$ cat src/rtl/spi_bus_arbiter_if.sv
// Controller-side bus of the SPI arbiter.
// Carries config/TX toward spi_controller and RX/ready back.
interface spi_bus_arbiter_if;
    logic [10:0] o_spi_config;
    logic [7:0]  o_spi_tx;
    logic        o_spi_tx_valid;
    logic [7:0]  i_spi_rx;
    logic        i_spi_rx_valid;
    logic        i_spi_ready;

    modport master (
        output o_spi_config,
        output o_spi_tx,
        output o_spi_tx_valid,
        input  i_spi_rx,
        input  i_spi_rx_valid,
        input  i_spi_ready
    );

    modport slave (
        input  o_spi_config,
        input  o_spi_tx,
        input  o_spi_tx_valid,
        output i_spi_rx,
        output i_spi_rx_valid,
        output i_spi_ready
    );
endinterface

$ cat src/rtl/spi_bus_arbiter.sv
// Round-robin arbiter sharing one spi_controller between N_REQ clients.
// Handles per-client chip select, config caching and byte sequencing.
module spi_bus_arbiter #(
    parameter int N_REQ    = 4,
    parameter int CS_SETUP = 2,
    parameter int CS_HOLD  = 2
) (
    input  logic                 i_clk,
    input  logic                 i_rst,
    input  logic [N_REQ-1:0]     i_req,
    input  logic [10*N_REQ-1:0]  i_req_cfg,
    input  logic [8*N_REQ-1:0]   i_req_len,
    input  logic [8*N_REQ-1:0]   i_req_tx,
    output logic [N_REQ-1:0]     o_tx_ack,
    output logic [7:0]           o_rx,
    output logic [N_REQ-1:0]     o_rx_valid,
    output logic [N_REQ-1:0]     o_grant,
    output logic [N_REQ-1:0]     o_done,
    output logic [N_REQ-1:0]     o_cs_n,
    spi_bus_arbiter_if.master    spi
);

    localparam int IW      = (N_REQ > 1) ? $clog2(N_REQ) : 1;
    localparam int SETUP_N = (CS_SETUP > 0) ? CS_SETUP : 1;
    localparam int HOLD_N  = (CS_HOLD > 0) ? CS_HOLD : 1;

    localparam logic [7:0] SETUP_LAST = 8'(SETUP_N - 1);
    localparam logic [7:0] HOLD_LAST  = 8'(HOLD_N - 1);

    localparam logic [2:0] S_IDLE     = 3'd0;
    localparam logic [2:0] S_CONFIG   = 3'd1;
    localparam logic [2:0] S_CFG_WAIT = 3'd2;
    localparam logic [2:0] S_CS_SETUP = 3'd3;
    localparam logic [2:0] S_SEND     = 3'd4;
    localparam logic [2:0] S_WAIT_RX  = 3'd5;
    localparam logic [2:0] S_CS_HOLD  = 3'd6;
    localparam logic [2:0] S_DONE     = 3'd7;

    logic [2:0]       state_q, state_d;
    logic [IW-1:0]    ptr_q, ptr_d;
    logic [IW-1:0]    win_q, win_d;
    logic [9:0]       cfg_q, cfg_d;
    logic [7:0]       cnt_q, cnt_d;
    logic [9:0]       cache_q, cache_d;
    logic             cache_vld_q, cache_vld_d;
    logic [7:0]       tmr_q, tmr_d;
    logic             rxv_prev_q, rxv_prev_d;

    logic [N_REQ-1:0] grant_q, grant_d;
    logic [N_REQ-1:0] cs_n_q, cs_n_d;
    logic [N_REQ-1:0] tx_ack_q, tx_ack_d;
    logic [N_REQ-1:0] rx_valid_q, rx_valid_d;
    logic [N_REQ-1:0] done_q, done_d;
    logic [7:0]       rx_q, rx_d;
    logic [10:0]      spi_cfg_q, spi_cfg_d;
    logic [7:0]       spi_tx_q, spi_tx_d;
    logic             spi_txv_q, spi_txv_d;

    logic [9:0]       cfg_arr [N_REQ];
    logic [7:0]       len_arr [N_REQ];
    logic [7:0]       tx_arr  [N_REQ];

    logic             found_c;
    logic [IW-1:0]    pick_c;
    logic [IW:0]      sum_c;
    logic [IW-1:0]    cand_c;
    logic             rx_edge;

    function automatic logic [N_REQ-1:0] onehot(input logic [IW-1:0] idx);
        onehot      = '0;
        onehot[idx] = 1'b1;
    endfunction

    // Unpack the flat per-requester buses into indexable arrays
    always_comb begin
        for (int k = 0; k < N_REQ; k++) begin
            cfg_arr[k] = i_req_cfg[10*k +: 10];
            len_arr[k] = i_req_len[8*k +: 8];
            tx_arr[k]  = i_req_tx[8*k +: 8];
        end
    end

    // Round-robin pick: first request above the pointer, wrapping
    always_comb begin
        found_c = 1'b0;
        pick_c  = '0;
        sum_c   = '0;
        cand_c  = '0;
        for (int i = 1; i <= N_REQ; i++) begin
            sum_c = {1'b0, ptr_q} + (IW+1)'(i);
            if (sum_c >= (IW+1)'(N_REQ)) begin
                sum_c = sum_c - (IW+1)'(N_REQ);
            end
            cand_c = sum_c[IW-1:0];
            if (!found_c && i_req[cand_c]) begin
                found_c = 1'b1;
                pick_c  = cand_c;
            end
        end
    end

    assign rx_edge = spi.i_spi_rx_valid & ~rxv_prev_q;

    // Transfer sequencer: next-state and registered-output values
    always_comb begin
        state_d     = state_q;
        ptr_d       = ptr_q;
        win_d       = win_q;
        cfg_d       = cfg_q;
        cnt_d       = cnt_q;
        cache_d     = cache_q;
        cache_vld_d = cache_vld_q;
        tmr_d       = tmr_q;
        rxv_prev_d  = spi.i_spi_rx_valid;
        grant_d     = grant_q;
        cs_n_d      = cs_n_q;
        rx_d        = rx_q;
        spi_cfg_d   = spi_cfg_q;
        spi_tx_d    = spi_tx_q;
        tx_ack_d    = '0;
        rx_valid_d  = '0;
        done_d      = '0;
        spi_txv_d   = 1'b0;

        unique case (state_q)
            S_IDLE: begin
                if (spi.i_spi_ready && found_c) begin
                    win_d   = pick_c;
                    ptr_d   = pick_c;
                    cfg_d   = cfg_arr[pick_c];
                    cnt_d   = len_arr[pick_c];
                    grant_d = onehot(pick_c);
                    tmr_d   = '0;
                    if (cache_vld_q && cfg_arr[pick_c] == cache_q) begin
                        cs_n_d  = ~onehot(pick_c);
                        state_d = S_CS_SETUP;
                    end else begin
                        state_d = S_CONFIG;
                    end
                end
            end
            S_CONFIG: begin
                spi_cfg_d   = {cfg_q, 1'b1};
                cache_d     = cfg_q;
                cache_vld_d = 1'b1;
                tmr_d       = '0;
                state_d     = S_CFG_WAIT;
            end
            S_CFG_WAIT: begin
                spi_cfg_d[0] = 1'b0;
                if (tmr_q == 8'd1) begin
                    tmr_d   = '0;
                    cs_n_d  = ~onehot(win_q);
                    state_d = S_CS_SETUP;
                end else begin
                    tmr_d = tmr_q + 8'd1;
                end
            end
            S_CS_SETUP: begin
                if (tmr_q == SETUP_LAST) begin
                    tmr_d   = '0;
                    state_d = S_SEND;
                end else begin
                    tmr_d = tmr_q + 8'd1;
                end
            end
            S_SEND: begin
                if (spi.i_spi_ready) begin
                    spi_tx_d  = tx_arr[win_q];
                    spi_txv_d = 1'b1;
                    tx_ack_d  = onehot(win_q);
                    state_d   = S_WAIT_RX;
                end
            end
            S_WAIT_RX: begin
                if (rx_edge) begin
                    rx_d       = spi.i_spi_rx;
                    rx_valid_d = onehot(win_q);
                    if (cnt_q == 8'd0) begin
                        tmr_d   = '0;
                        state_d = S_CS_HOLD;
                    end else begin
                        cnt_d   = cnt_q - 8'd1;
                        state_d = S_SEND;
                    end
                end
            end
            S_CS_HOLD: begin
                if (tmr_q == HOLD_LAST) begin
                    tmr_d   = '0;
                    cs_n_d  = '1;
                    done_d  = onehot(win_q);
                    grant_d = '0;
                    state_d = S_DONE;
                end else begin
                    tmr_d = tmr_q + 8'd1;
                end
            end
            S_DONE: begin
                state_d = S_IDLE;
            end
            default: begin
                state_d = S_IDLE;
            end
        endcase
    end

    // State and output registers with synchronous reset
    always_ff @(posedge i_clk) begin
        if (i_rst) begin
            state_q     <= S_IDLE;
            ptr_q       <= IW'(N_REQ - 1);
            win_q       <= '0;
            cfg_q       <= '0;
            cnt_q       <= '0;
            cache_q     <= '0;
            cache_vld_q <= 1'b0;
            tmr_q       <= '0;
            rxv_prev_q  <= 1'b0;
            grant_q     <= '0;
            cs_n_q      <= '1;
            tx_ack_q    <= '0;
            rx_valid_q  <= '0;
            done_q      <= '0;
            rx_q        <= '0;
            spi_cfg_q   <= '0;
            spi_tx_q    <= '0;
            spi_txv_q   <= 1'b0;
        end else begin
            state_q     <= state_d;
            ptr_q       <= ptr_d;
            win_q       <= win_d;
            cfg_q       <= cfg_d;
            cnt_q       <= cnt_d;
            cache_q     <= cache_d;
            cache_vld_q <= cache_vld_d;
            tmr_q       <= tmr_d;
            rxv_prev_q  <= rxv_prev_d;
            grant_q     <= grant_d;
            cs_n_q      <= cs_n_d;
            tx_ack_q    <= tx_ack_d;
            rx_valid_q  <= rx_valid_d;
            done_q      <= done_d;
            rx_q        <= rx_d;
            spi_cfg_q   <= spi_cfg_d;
            spi_tx_q    <= spi_tx_d;
            spi_txv_q   <= spi_txv_d;
        end
    end

    assign o_tx_ack           = tx_ack_q;
    assign o_rx               = rx_q;
    assign o_rx_valid         = rx_valid_q;
    assign o_grant            = grant_q;
    assign o_done             = done_q;
    assign o_cs_n             = cs_n_q;
    assign spi.o_spi_config   = spi_cfg_q;
    assign spi.o_spi_tx       = spi_tx_q;
    assign spi.o_spi_tx_valid = spi_txv_q;

endmodule

$ cat src/flat_wrapper.sv
// flat-port wrapper written by rule: the top's interface ports become plain ports
module spi_bus_arbiter_flat 
#(
    parameter int N_REQ    = 4,
    parameter int CS_SETUP = 2,
    parameter int CS_HOLD  = 2
)
  (i_clk, i_rst, i_req, i_req_cfg, i_req_len, i_req_tx, o_tx_ack, o_rx, o_rx_valid, o_grant, o_done, o_cs_n, spi_o_spi_config, spi_o_spi_tx, spi_o_spi_tx_valid, spi_i_spi_rx, spi_i_spi_rx_valid, spi_i_spi_ready);
  spi_bus_arbiter_if spi_i ();
  input  logic i_clk;
  input  logic i_rst;
  input  logic [N_REQ-1:0] i_req;
  input  logic [10*N_REQ-1:0] i_req_cfg;
  input  logic [8*N_REQ-1:0] i_req_len;
  input  logic [8*N_REQ-1:0] i_req_tx;
  output logic [N_REQ-1:0] o_tx_ack;
  output logic [7:0] o_rx;
  output logic [N_REQ-1:0] o_rx_valid;
  output logic [N_REQ-1:0] o_grant;
  output logic [N_REQ-1:0] o_done;
  output logic [N_REQ-1:0] o_cs_n;
  output wire logic [$bits(spi_i.o_spi_config)-1:0] spi_o_spi_config;
  output wire logic [$bits(spi_i.o_spi_tx)-1:0] spi_o_spi_tx;
  output wire logic [$bits(spi_i.o_spi_tx_valid)-1:0] spi_o_spi_tx_valid;
  input wire logic [$bits(spi_i.i_spi_rx)-1:0] spi_i_spi_rx;
  input wire logic [$bits(spi_i.i_spi_rx_valid)-1:0] spi_i_spi_rx_valid;
  input wire logic [$bits(spi_i.i_spi_ready)-1:0] spi_i_spi_ready;
  assign spi_o_spi_config = spi_i.o_spi_config;
  assign spi_o_spi_tx = spi_i.o_spi_tx;
  assign spi_o_spi_tx_valid = spi_i.o_spi_tx_valid;
  assign spi_i.i_spi_rx = spi_i_spi_rx;
  assign spi_i.i_spi_rx_valid = spi_i_spi_rx_valid;
  assign spi_i.i_spi_ready = spi_i_spi_ready;
  spi_bus_arbiter #(.N_REQ(N_REQ), .CS_SETUP(CS_SETUP), .CS_HOLD(CS_HOLD)) u_core (.i_clk(i_clk), .i_rst(i_rst), .i_req(i_req), .i_req_cfg(i_req_cfg), .i_req_len(i_req_len), .i_req_tx(i_req_tx), .o_tx_ack(o_tx_ack), .o_rx(o_rx), .o_rx_valid(o_rx_valid), .o_grant(o_grant), .o_done(o_done), .o_cs_n(o_cs_n), .spi(spi_i));
endmodule
$ cat config.mk
export PLATFORM = sky130hd
export DESIGN_NAME = spi_bus_arbiter_flat
export DESIGN_NICKNAME = d
export VERILOG_FILES = /design/src/rtl/spi_bus_arbiter_if.sv /design/src/rtl/spi_bus_arbiter.sv /design/src/flat_wrapper.sv
export SDC_FILE = /design/constraint.sdc
export NUM_CORES = 1
export LEC_CHECK = 0
export CORE_MARGIN = 8
export CORE_UTILIZATION = 46
export CTS_BUF_LIST = sky130_fd_sc_hd__clkbuf_16
export DETAILED_ROUTE_END_ITERATION = 8
export PLACE_DENSITY = 0.82
export SLEW_MARGIN = 15
export SYNTH_ARGS = -nofsm -noshare
export SYNTH_HDL_FRONTEND = slang
export SYNTH_SLANG_ARGS = --single-unit
$ cat constraint.sdc
create_clock -name i_clk -period 3.7 [get_ports i_clk]
set_input_delay 1.11 -clock i_clk [delete_from_list [all_inputs] [get_ports i_clk]]
set_output_delay 1.11 -clock i_clk [all_outputs]
set_load 0.02 [all_outputs]
Word-level counts from Yosys, hierarchy flattened --
Index checks and enable logic that the tools add are counted.
Word-level totals: register bits after elaboration 83, bits of input ports 120
Cells by class: magnitude comparators 14, bitwise operators 12, equality and inequality tests 18, add/sub/neg operators 10, reductions and logical operators 30, mux-type cells 61
Operator list (number):
- 8-bit two-way mux | 11
- 8-bit binary-select mux with 2-bit select | 2
- 8-bit one-hot mux with 4 select lines | 1
- 4-bit two-way mux | 6
- 3-bit one-hot mux with 8 select lines | 1
- 10-bit binary-select mux with 2-bit select | 1
- 10-bit two-way mux | 2
- 2-bit two-way mux | 10
- 3-bit greater-or-equal comparator, second input constant | 6
- 2-bit by 3-bit < comparator with 1-bit output, second input constant | 6
- 3-bit two-way mux | 6
- 8-bit one-hot mux with 2 select lines | 1
- 2-bit by 1-bit != test with 1-bit output, second input constant | 7
- 3-bit == test, second input constant | 4
- 4-bit one-hot mux with 3 select lines | 1
- 3-bit OR reduction | 4
- 1-bit two-way mux | 11
- 10-bit == test | 1
- 8-bit by 1-bit adder with 8-bit output, second input constant | 1
- 1-bit binary-select mux with 2-bit select | 4
- 8-bit by 1-bit == test with 1-bit output, second input constant | 1
- 8-bit logical NOT | 1
- 4-bit inverter | 2
- 4-bit one-hot mux with 2 select lines | 1
- other kinds (26) | 54

Logic depth before layout (Yosys ltp) --
Gate-level depths: netlist of run 1.
depth in word-level cells 24, depth in mapped cells 12

Worst setup path after synthesis of run 1 --
No wires, ideal clock.
path type in2reg, start input port i_req[3], end register u_core.cs_n_q[0], in the netlist u_core.o_cs_n[0], stages 9, data required time 3573 ps, setup time 127 ps, data arrival time 3187 ps, slack 386 ps, buffers on the path 1, cells stage by stage nor2b_4 -> o21a_1 -> buf_2 -> o31a_1 -> or3_1 -> a221o_1 -> a2111oi_4 -> a41oi_4 -> mux2i_1
Between the ends: cells in the longest elaborated chain, start to end 20
RTL lines:
- from (decl) | line flat_wrapper.sv:12 | input logic [N_REQ-1:0] i_req;
- 1-bit binary-select mux with 2-bit select | line spi_bus_arbiter.sv:95 | if (!found_c && i_req[cand_c]) begin
- 1-bit two-way mux (implied by the code) | line spi_bus_arbiter.sv:95
- 1-bit two-way mux | line spi_bus_arbiter.sv:95
- 1-bit logical NOT | line spi_bus_arbiter.sv:95
- 1-bit logical AND | line spi_bus_arbiter.sv:95
- 1-bit two-way mux | line spi_bus_arbiter.sv:95
- 1-bit logical NOT | line spi_bus_arbiter.sv:95
- 1-bit logical AND | line spi_bus_arbiter.sv:95
- [4 not listed]
- 2-bit by 3-bit < comparator with 1-bit output (implied by the code), or another cell as far along | line spi_bus_arbiter.sv:71 | onehot[idx] = 1'b1;
- 1-bit logical AND (implied by the code) or 10-bit binary-select mux with 2-bit select (tied branches) | line spi_bus_arbiter.sv:71, spi_bus_arbiter.sv:134
- 1-bit two-way mux (implied by the code) or 10-bit two-way mux (tied branches) | line spi_bus_arbiter.sv:71, spi_bus_arbiter.sv:134
- 1-bit demux with 2-bit select or 10-bit two-way mux (tied branches)
- 4-bit inverter or 10-bit == test (tied branches) | line spi_bus_arbiter.sv:135, spi_bus_arbiter.sv:134
- 4-bit two-way mux or 1-bit logical AND (tied branches) | line spi_bus_arbiter.sv:134 | if (cache_vld_q && cfg_arr[pick_c] == cache_q) begin
- 4-bit two-way mux or 2-bit by 1-bit != test with 1-bit output (tied branches)
- 4-bit one-hot mux with 3 select lines or 5-bit AND reduction (tied branches)
- to (signal assigned) | line spi_bus_arbiter.sv:240 | cs_n_q <= cs_n_d;
- to (decl) | line spi_bus_arbiter.sv:50 | logic [N_REQ-1:0] cs_n_q, cs_n_d;
Parallel ways exist; a longest one is shown, timed or not. The select of a mux whose other input is x is not followed. A chain may end at the register's enable or synchronous reset.

Worst setup path in the final report of run 1 --
start input port i_req[1], end register u_core.cs_n_q[3], in the netlist u_core.o_cs_n[3]
The elaborated chain is that of the path after synthesis.

==> qor.yml, run 1 <==
clock.fmax_ghz: 0.284
setup_viol: 0
clk_latency_ns: 0.34
syn_inst: 619
rows: 37
via_per_inst: 5.74
preCtsSetupSlack_ns: -0.137
nFillCells: 807
rsz0062_at_grt: "false"
clockRootBuffer: "clkbuf_16"
synthesis.area_um2: 4750
clockBufferDepth: 2
dpl_cell_area_um2: 6670
syn_nets: 743
critPathTopFamily: "compound AO/OA/AOI/OAI gates"
grt_max_degree: 50
wl_per_cell_um: 18.0
antenna_found_initial: 0
drtAntennaViolNets: 0
die_height_um: 118
synth-seq-cells: 83
ys.flop_type: "dfxtp_1"
core-area_um2: 10200
cts.sinks: 83
dp_hpwl_um: 12600
async_reset_ff_frac: 0
critPathCaptureType: "flop"
final_common_cell: "clkdlybuf4s50_1"
vdd_drop_max_mv: 0.266
hold_viol: 0
slew_viol_final: 0
n_antenna_cell: 0
leakage_nw: 2.60
vias: 5305
grt_first_pass_wirelength_um: 26800
final.period_utilization: 0.953
post-route-worst-setup-slack_ns: 0.174
fin_area_um2: 6990
nets: 907
worst_slew_pin_slew_ns: 0.907
wl_um: 16600
required_ns: 3.92
drive_gt1_frac: 0.0863
netlist-cell-type-count: 62
crit_buf_inv: 1
synth-edff-count: 0
gp_congestion: 0.956
r2r_start: "u_core.ptr_q[0]"
post-cts-setup-buffers: 0
seq_area_frac_synth: 0.350
hold_path_depth: 2
port-buffer-count: 167
area_growth_pct: 47.1
pin_count: 168
critPathMaxStageDelay_ns: 0.56
synth.avg_cell_area_um2: 7.67
hold_path_end: "u_core.spi.o_spi_config[6]"
startpoint_type: "primary input"
fin_skew_ns: 0.00810
worstSetupPathType: "primary input to flop"
first_iter_violations: 471
clkSlewWorstSetupHoldPaths_ns: 0.06
slew_headroom: 0.394
die_x_um: 118
min_from: "u_core.cfg_q[5]"
crit_fanout: 5
fin_util: 0.686
ctsHoldBuffers: 0
reg2regPathDepth: 10
htree_levels: 3
r2r_end: "u_core.o_cs_n[3]"
initial_core_util: 0.466
grt_usage: 0.234
powerDensity_nw_per_um2: 461
hold_class: "flop to flop"
dieArea_um2: 13800
first_global_vias: 5214
cts_tree: "built"
finalPower_mw: 3.22
r2r_setup_slack_ns: 1.03
min_period_ns: 3.53
first_pass_iters: 5
status: "finished clean"
setup_tns_ns: 0
maxCapViolations: 0
grt_overflow_total: 0
worstPathCellList: "clkdlybuf4s50_1 > nor2b_1 > o21ai_2 > and4_4 > or3_1 > a221o_1 > a2111oi_4 > a41oi_4 > mux2i_1"
ys_warn_count: 0
layout_common_cells: "clkdlybuf4s50_1 (166), nand2_1 (127), dfxtp_1 (83), nor2_1 (61), a21oi_1 (57)"
cpMaxStageDelayCell: "clkdlybuf4s50_1"
cp_data_arrival_time_ns: 3.74
post_cts_resized: 0
drc_errors: 0
cts_buffers: 9
[worst max-delay path by stage]
stage	startpoint	to	slack, ns	cells past startpoint
CTS	i_req[1]	u_core.cnt_q[3]	0.18	9
global placement	i_req[3]	u_core.o_cs_n[0]	-0.07	9
finish	i_req[1]	u_core.o_cs_n[3]	0.17	9
global route	i_req[1]	u_core.o_cs_n[3]	0.05	11
detailed placement	i_req[1]	u_core.o_cs_n[0]	-0.14	9
floorplan	i_req[3]	u_core.o_cs_n[0]	0.39	9
[logic make-up (layout without fill, tap and decap cells)]
logic type | after synthesis | count (layout) | share of synthesized area
AND/OR/NAND/NOR | 295 | 295 | 0.288
AO/OA/AOI/OAI | 138 | 138 | 0.195
flip-flops | 83 | 83 | 0.350
buffers and inverters | 54 | 223 | 0.0437
multiplexers | 31 | 31 | 0.0869
XOR/XNOR | 14 | 14 | 0.0258
adder cells (fa/ha/maj) | 4 | 4 | 0.0105
[worst register-to-register path, cell delays in order, from the launching register on]
cell,delay [ns]
dfxtp_1,0.44
nand2b_1,0.20
a21oi_1,0.11
buf_4,0.19
nor3_2,0.34
buf_4,0.19
mux2_2,0.34
o22ai_1,0.20
a21oi_1,0.12
a41oi_4,0.24
mux2i_1,0.22
[flip-flops by register name, summed over array words and instances, names as in the netlist, 2 cells and up]
register and count:
u_core.o_grant 4, u_core.spi.o_spi_tx 8, u_core.state_q 3, u_core.o_tx_ack 4
u_core.win_q 2, u_core.o_cs_n 4, u_core.cnt_q 8, u_core.o_rx 8
u_core.cfg_q 10, u_core.o_done 4, u_core.o_rx_valid 4, u_core.tmr_q 8
u_core.ptr_q 2, u_core.spi.o_spi_config 11
[power by group]
group | switching [mW] | internal (mW) | leakage (nW)
Sequential | 0.124 | 0.983 | 0.674
Combinational | 0.630 | 0.544 | 1.77
Clock | 0.395 | 0.542 | 0.155
[Yosys cell counts (2+ instances only)]
cell type  count  area, um2
a21o_1         4       30.0
a32oi_1        7       61.3
inv_1         11       41.3
clkbuf_1      37        139
nand2_1      127        477
nor4_1         7       43.8
a311oi_1       7       61.3
and3_1         6       37.5
o21a_1         2       15.0
o21ai_0       11       55.1
a21oi_1       57        285
buf_2          4       20.0
nand3b_1       2       15.0
nor2_1        61        229
o21ai_1        3       15.0
nor3_1        18       90.1
or3_1          3       18.8
buf_1          2       7.51
a31oi_1       13       81.3
or2_2          2       12.5
o31ai_1        3       22.5
mux2i_1       21        210
mux4_2         8        180
ha_1           4       50.1
a22oi_1        3       22.5
a211oi_1       6       45.0
a2111oi_0      4       35.0
and3b_1        2       17.5
xor2_1        10       87.6
dfxtp_1       83       1660
nand2b_1      22        138
a41oi_1        2       17.5
o22ai_1        3       18.8
nand3_1       19       95.1
xnor2_1        4       35.0
nand4_1        7       43.8
and2_1         4       25.0
nor2b_1        6       37.5
[per-stage QoR]
step                instances  hold slack, ns
floorplan                 619           0.432
global placement          908           0.435
detailed placement        908           0.443
CTS                       924           0.455
global route              924           0.470
finish                    924           0.452
[routing by layer]
layer,routed length (um),share of wire,track usage,vias to the layer above
li1,-,-,-,2518
met1,6730,0.41,0.273,2544
met2,8380,0.51,0.411,216
met3,1170,0.071,0.0571,27
met4,309,0.019,0.0721,0
met5,0,0,0,-
[layout make-up]
| cell class | instances | area [um2] | area share |
|---|---|---|---|
| inverters | 11 | 41.3 | 0.00591 |
| clock buffers | 9 | 225 | 0.0322 |
| flip-flops and latches | 83 | 1660 | 0.238 |
| multi-input cells | 482 | 2890 | 0.414 |
| well taps | 136 | 170 | 0.0244 |
| repair buffers | 196 | 1910 | 0.273 |
| clock inverters | 7 | 87.6 | 0.0125 |
No activity file was read; power rests on OpenSTA's default activity.
==> run 2: changes to the inputs <==
--- a/config.mk
+++ b/config.mk
@@ -9,7 +9,8 @@
 export CORE_UTILIZATION = 46
 export CTS_BUF_LIST = sky130_fd_sc_hd__clkbuf_16
 export DETAILED_ROUTE_END_ITERATION = 8
-export PLACE_DENSITY = 0.82
+export GPL_TIMING_DRIVEN = 0
+export PLACE_DENSITY_LB_ADDON = 0.08
 export SLEW_MARGIN = 15
 export SYNTH_ARGS = -nofsm -noshare
 export SYNTH_HDL_FRONTEND = slang
==> constraint.sdc (replaced) <==
create_clock -name i_clk -period 3.7 [get_ports i_clk]
set_input_delay 1.11 -clock i_clk [delete_from_list [all_inputs] [get_ports i_clk]]
set_output_delay 1.11 -clock i_clk [all_outputs]
set_load 0.01 [all_outputs]
==> qor.yml, run 2 (same netlist as run 1, synthesis figures left out) <==
status: "finished clean"
die_x_um: 118
antenna_found_initial: 0
grt_max_degree: 17
largest_reg_flops: 11
critPathCaptureType: "flop"
initial_core_util: 0.466
maxCapViolations: 0
rsz0062_at_grt: "false"
final.period_utilization: 0.974
nFillCells: 849
fin_util: 0.687
clockRootBuffer: "clkbuf_16"
setup_tns_ns: 0
final_common_cell: "clkdlybuf4s50_1"
clock.fmax_ghz: 0.277
first_pass_iters: 5
p_switching_mw: 1.15
vdd_drop_max_mv: 0.447
seqPwrFrac: 0.320
clockBufferDepth: 2
dp_hpwl_um: 13100
pwr-share-clk: 0.318
crit_fanout: 10
pin_count: 168
slew_headroom: 0.248
cp_data_arrival_time_ns: 3.81
drive_gt1_frac: 0.0638
wl_um: 17400
slew_viol_final: 0
dieArea_um2: 13800
n_antenna_cell: 0
cts_buffers: 9
first_iter_violations: 375
rows: 37
setup_viol: 0
grt_overflow_total: 0
leakage_nw: 2.57
hold_class: "flop to flop"
area_growth_pct: 47.3
first_global_vias: 5327
via_per_inst: 5.72
preCtsSetupSlack_ns: -0.729
worst_slew_pin_slew_ns: 1.10
powerDensity_nw_per_um2: 474
port-buffer-count: 166
min_period_ns: 3.60
core-area_um2: 10200
gp_congestion: 0.889
drtAntennaViolNets: 0
ctsHoldBuffers: 0
multi_input_area_um2: 2930
drc_errors: 0
seq_area_um2: 1660
htree_levels: 3
post-route-worst-setup-slack_ns: 0.0953
clkSlewWorstSetupHoldPaths_ns: 0.06
worstSetupPathType: "primary input to flop"
hold_viol: 0
clk_latency_ns: 0.34
required_ns: 3.91
wl_per_cell_um: 18.6
die_height_um: 118
cts.sinks: 83
p_comb_frac: 0.362
post-cts-setup-buffers: 0
nets: 919
fin_skew_ns: 0.00665
grt_usage: 0.240
cts_tree: "built"
p_sw_frac: 0.348
startpoint_type: "primary input"
p_int_mw: 2.16
layout_common_cells: "clkdlybuf4s50_1 (162), nand2_1 (127), dfxtp_1 (83), nor2_1 (61), a21oi_1 (56)"
grt_first_pass_wirelength_um: 27400
vias: 5356
[run 2: cell count changes in the layout (fill, tap and decap cells not counted), sizes merged]
cell           before  now
buf                30    5
bufinv              1    3
dlygate4sd2         0    2
clkbuf              9   46
inv                17   15
clkdlybuf4s50     166  162
dlymetal6s2s        0    2
[run 2: timing repair]
item	4_1_cts	5_1_grt
hold endpoints to repair	0	0
gates cloned	0	0
gates resized for setup	11	8
setup endpoints to repair	19	15
pin swaps	2	2
[run 2: per-stage QoR]
step	cells	hold WS [ns]	instance area [um2]	total power, mW
finish	936	0.453	7000	3.32
floorplan	619	0.432	4750	1.82
detailed placement	921	0.446	6580	2.23
CTS	936	0.451	6960	3.30
global route	936	0.468	7000	3.48
global placement	921	0.435	6580	2.20
[run 2: layer usage]
| metal | wire length [um] | track usage |
|---|---|---|
| met1 | 7020 | 0.275 |
| met2 | 8900 | 0.426 |
| met3 | 1080 | 0.0513 |
| met4 | 394 | 0.0921 |
| met5 | 0 | 0 |
[run 2: worst max-delay path, cell delays in order]
cell and delay (ns):
dlygate4sd2_1 0.34, nor2b_4 0.19, o21a_1 0.18, buf_2 0.19, o31a_1 0.27, or3_1 0.32
a221o_1 0.36, a2111oi_4 0.46, a41oi_4 0.22, mux2i_1 0.17
[run 2: final timing paths]
path,start,endpoint,slack (ns),depth (start not counted)
setup / recovery,i_req[3],u_core.o_cs_n[2],0.1,10
hold / removal,u_core.spi.o_spi_tx[0],u_core.spi.o_spi_tx[0],0.45,2
setup reg to reg,u_core.ptr_q[1],u_core.cfg_q[5],0.71,9
hold reg to reg,u_core.spi.o_spi_tx[0],u_core.spi.o_spi_tx[0],0.45,2
[run 2: power by group through the flow]
stage / logic (mW) / clock network [mW] / registers [mW]
after floorplan: 0.752 / 0 / 1.06
after global placement: 1.13 / 0 / 1.07
after detailed placement: 1.15 / 0 / 1.07
after CTS: 1.17 / 1.07 / 1.06
after global routing: 1.30 / 1.11 / 1.07
final: 1.20 / 1.05 / 1.06
[run 2: area by class of cell]
| class | count | area share |
|---|---|---|
| plain buffers | 42 | 0.0243 |
| clock buffers | 9 | 0.0322 |
| clock inverters | 7 | 0.0186 |
| inverters | 11 | 0.00590 |
| multi-input cells | 482 | 0.419 |
| flip-flops and latches | 83 | 0.237 |
| well taps | 136 | 0.0243 |
| repair buffers | 166 | 0.238 |
==> patch: new RTL, settings of run 2 <==
`N_REQ` is set to 4 in 2 places; all go to 8.
--- a/src/rtl/spi_bus_arbiter.sv
+++ b/src/rtl/spi_bus_arbiter.sv
@@ -2,5 +2,5 @@
 // Handles per-client chip select, config caching and byte sequencing.
 module spi_bus_arbiter #(
-    parameter int N_REQ    = 4,
+    parameter int N_REQ    = 8,
     parameter int CS_SETUP = 2,
     parameter int CS_HOLD  = 2
--- a/src/flat_wrapper.sv
+++ b/src/flat_wrapper.sv
@@ -2,5 +2,5 @@
 module spi_bus_arbiter_flat 
 #(
-    parameter int N_REQ    = 4,
+    parameter int N_REQ    = 8,
     parameter int CS_SETUP = 2,
     parameter int CS_HOLD  = 2
Interface: changed (9 resized); port bits go from 168 to 296. The function was not compared with the original's and may differ.
==> patch against run 2 <==
The flow now finishes with violations (negative setup slack). Utilization increased by 8.6 points. Sequential cell count increased by 22. Design area increased by 81%. Clock skew increased by 0.0014 ns. Setup slack got worse by 1.4 ns. Sequential share of layout area decreased by 7.1 points. Critical endpoint is now u_core.state_q[1]. Highest routed layer is now met5. Area after synthesis increased by 61%. Critical path depth increased by 8. Register-to-register slack got worse by 2.0 ns. Routed wire length increased by 90%.
Power is not shown: default switching activity piles up to over one toggle a cycle in this logic, so the estimate is an artifact.
==> patch: results (changes against run 2) <==
| Metric | Value |
|---|---|
| Synthesized-area fraction occupied by ao, oa, aoi and oai cells | 21.7% (+2.3 points) |
| CP Class | register to register |
| First-pass GRT wire length | 49.3 mm (+80%) |
| Crit path largest cell delay | 0.50 ns (+0.04 ns) |
| Highest-delay cell along the critical path | mux4_2 |
| WL/cell | 21.1 um (+14%) |
| Crit path capture | u_core.state_q[1] |
| GRT met3 Usage | 5.66% (+0.53 points) |
| Signal buf overhead | 33.1% (+6.9 points) |
| Commonest cells in the netlist | 165 x nand2_1, 120 x nor2_1, 105 x dfxtp_1 |
| Clock sinks | 105 (+27%) |
| Synth top area cells | dfxtp_1 27%, nand2_1 8.1%, mux2i_1 7.6%, nor2_1 5.9%, mux4_2 5.3% |
| Final setup fails | 40 (+40) |
| Outcome | finished with violations |
| Nets@finish | 1576 (+71%) |
| Number of fill cells | 1147 (+35%) |
| Initial antenna violation count | 1 (+1) |
| Synth cell types | 81 (+31%) |
| Multi-input logic area | 5740 sq um (+96%) |
| Hold Slack | 0.453 ns (+0.0000770 ns) |
| CTS resizes | 137 (+126) |
| Cell count of the worst reg-to-reg path | 18 (+9) |
| Seq/Total Area, Yosys | 27.5% (-7.5 points) |
| Setup bufs post-CTS | 37 (+37) |
| Port buffer count | 295 (+78%) |
| Nonclk buf count | 422 (+100%) |
| Final WS setup | -1.31 ns (-1.41 ns) |
| Failing checks | negative setup slack |
| Clock Skew | 0.00800 ns (+0.00135 ns) |
## patch: metrics by stage
step,setup slack [ns],setup TNS (ns),cells
after global routing,-1.48,-30.72,1568
after CTS,-1.25,-24.19,1555
final,-1.31,-26.15,1568
after global placement,-2.19,-67.76,1500
after detailed placement,-2.17,-67.80,1500
after floorplan,-1.05,-14.85,985
## patch: critical path, delay by kind of cell, from the launching register on
kind / cells / cell delay, ns
AOI/OAI and AO/OA: 7 / 1.53
adders and majority gates: 1 / 0.30
buffers and inverters: 4 / 0.46
DFF: 1 / 0.36
muxes: 3 / 1.09
and+or+nand+nor: 3 / 1.17
## patch: layer usage
metal / wire length (um) / vias up
met5: 13 / -
met4: 1190 / 2
met3: 2780 / 108
met2: 16000 / 570
met1: 13100 / 4380
li1: - / 4317
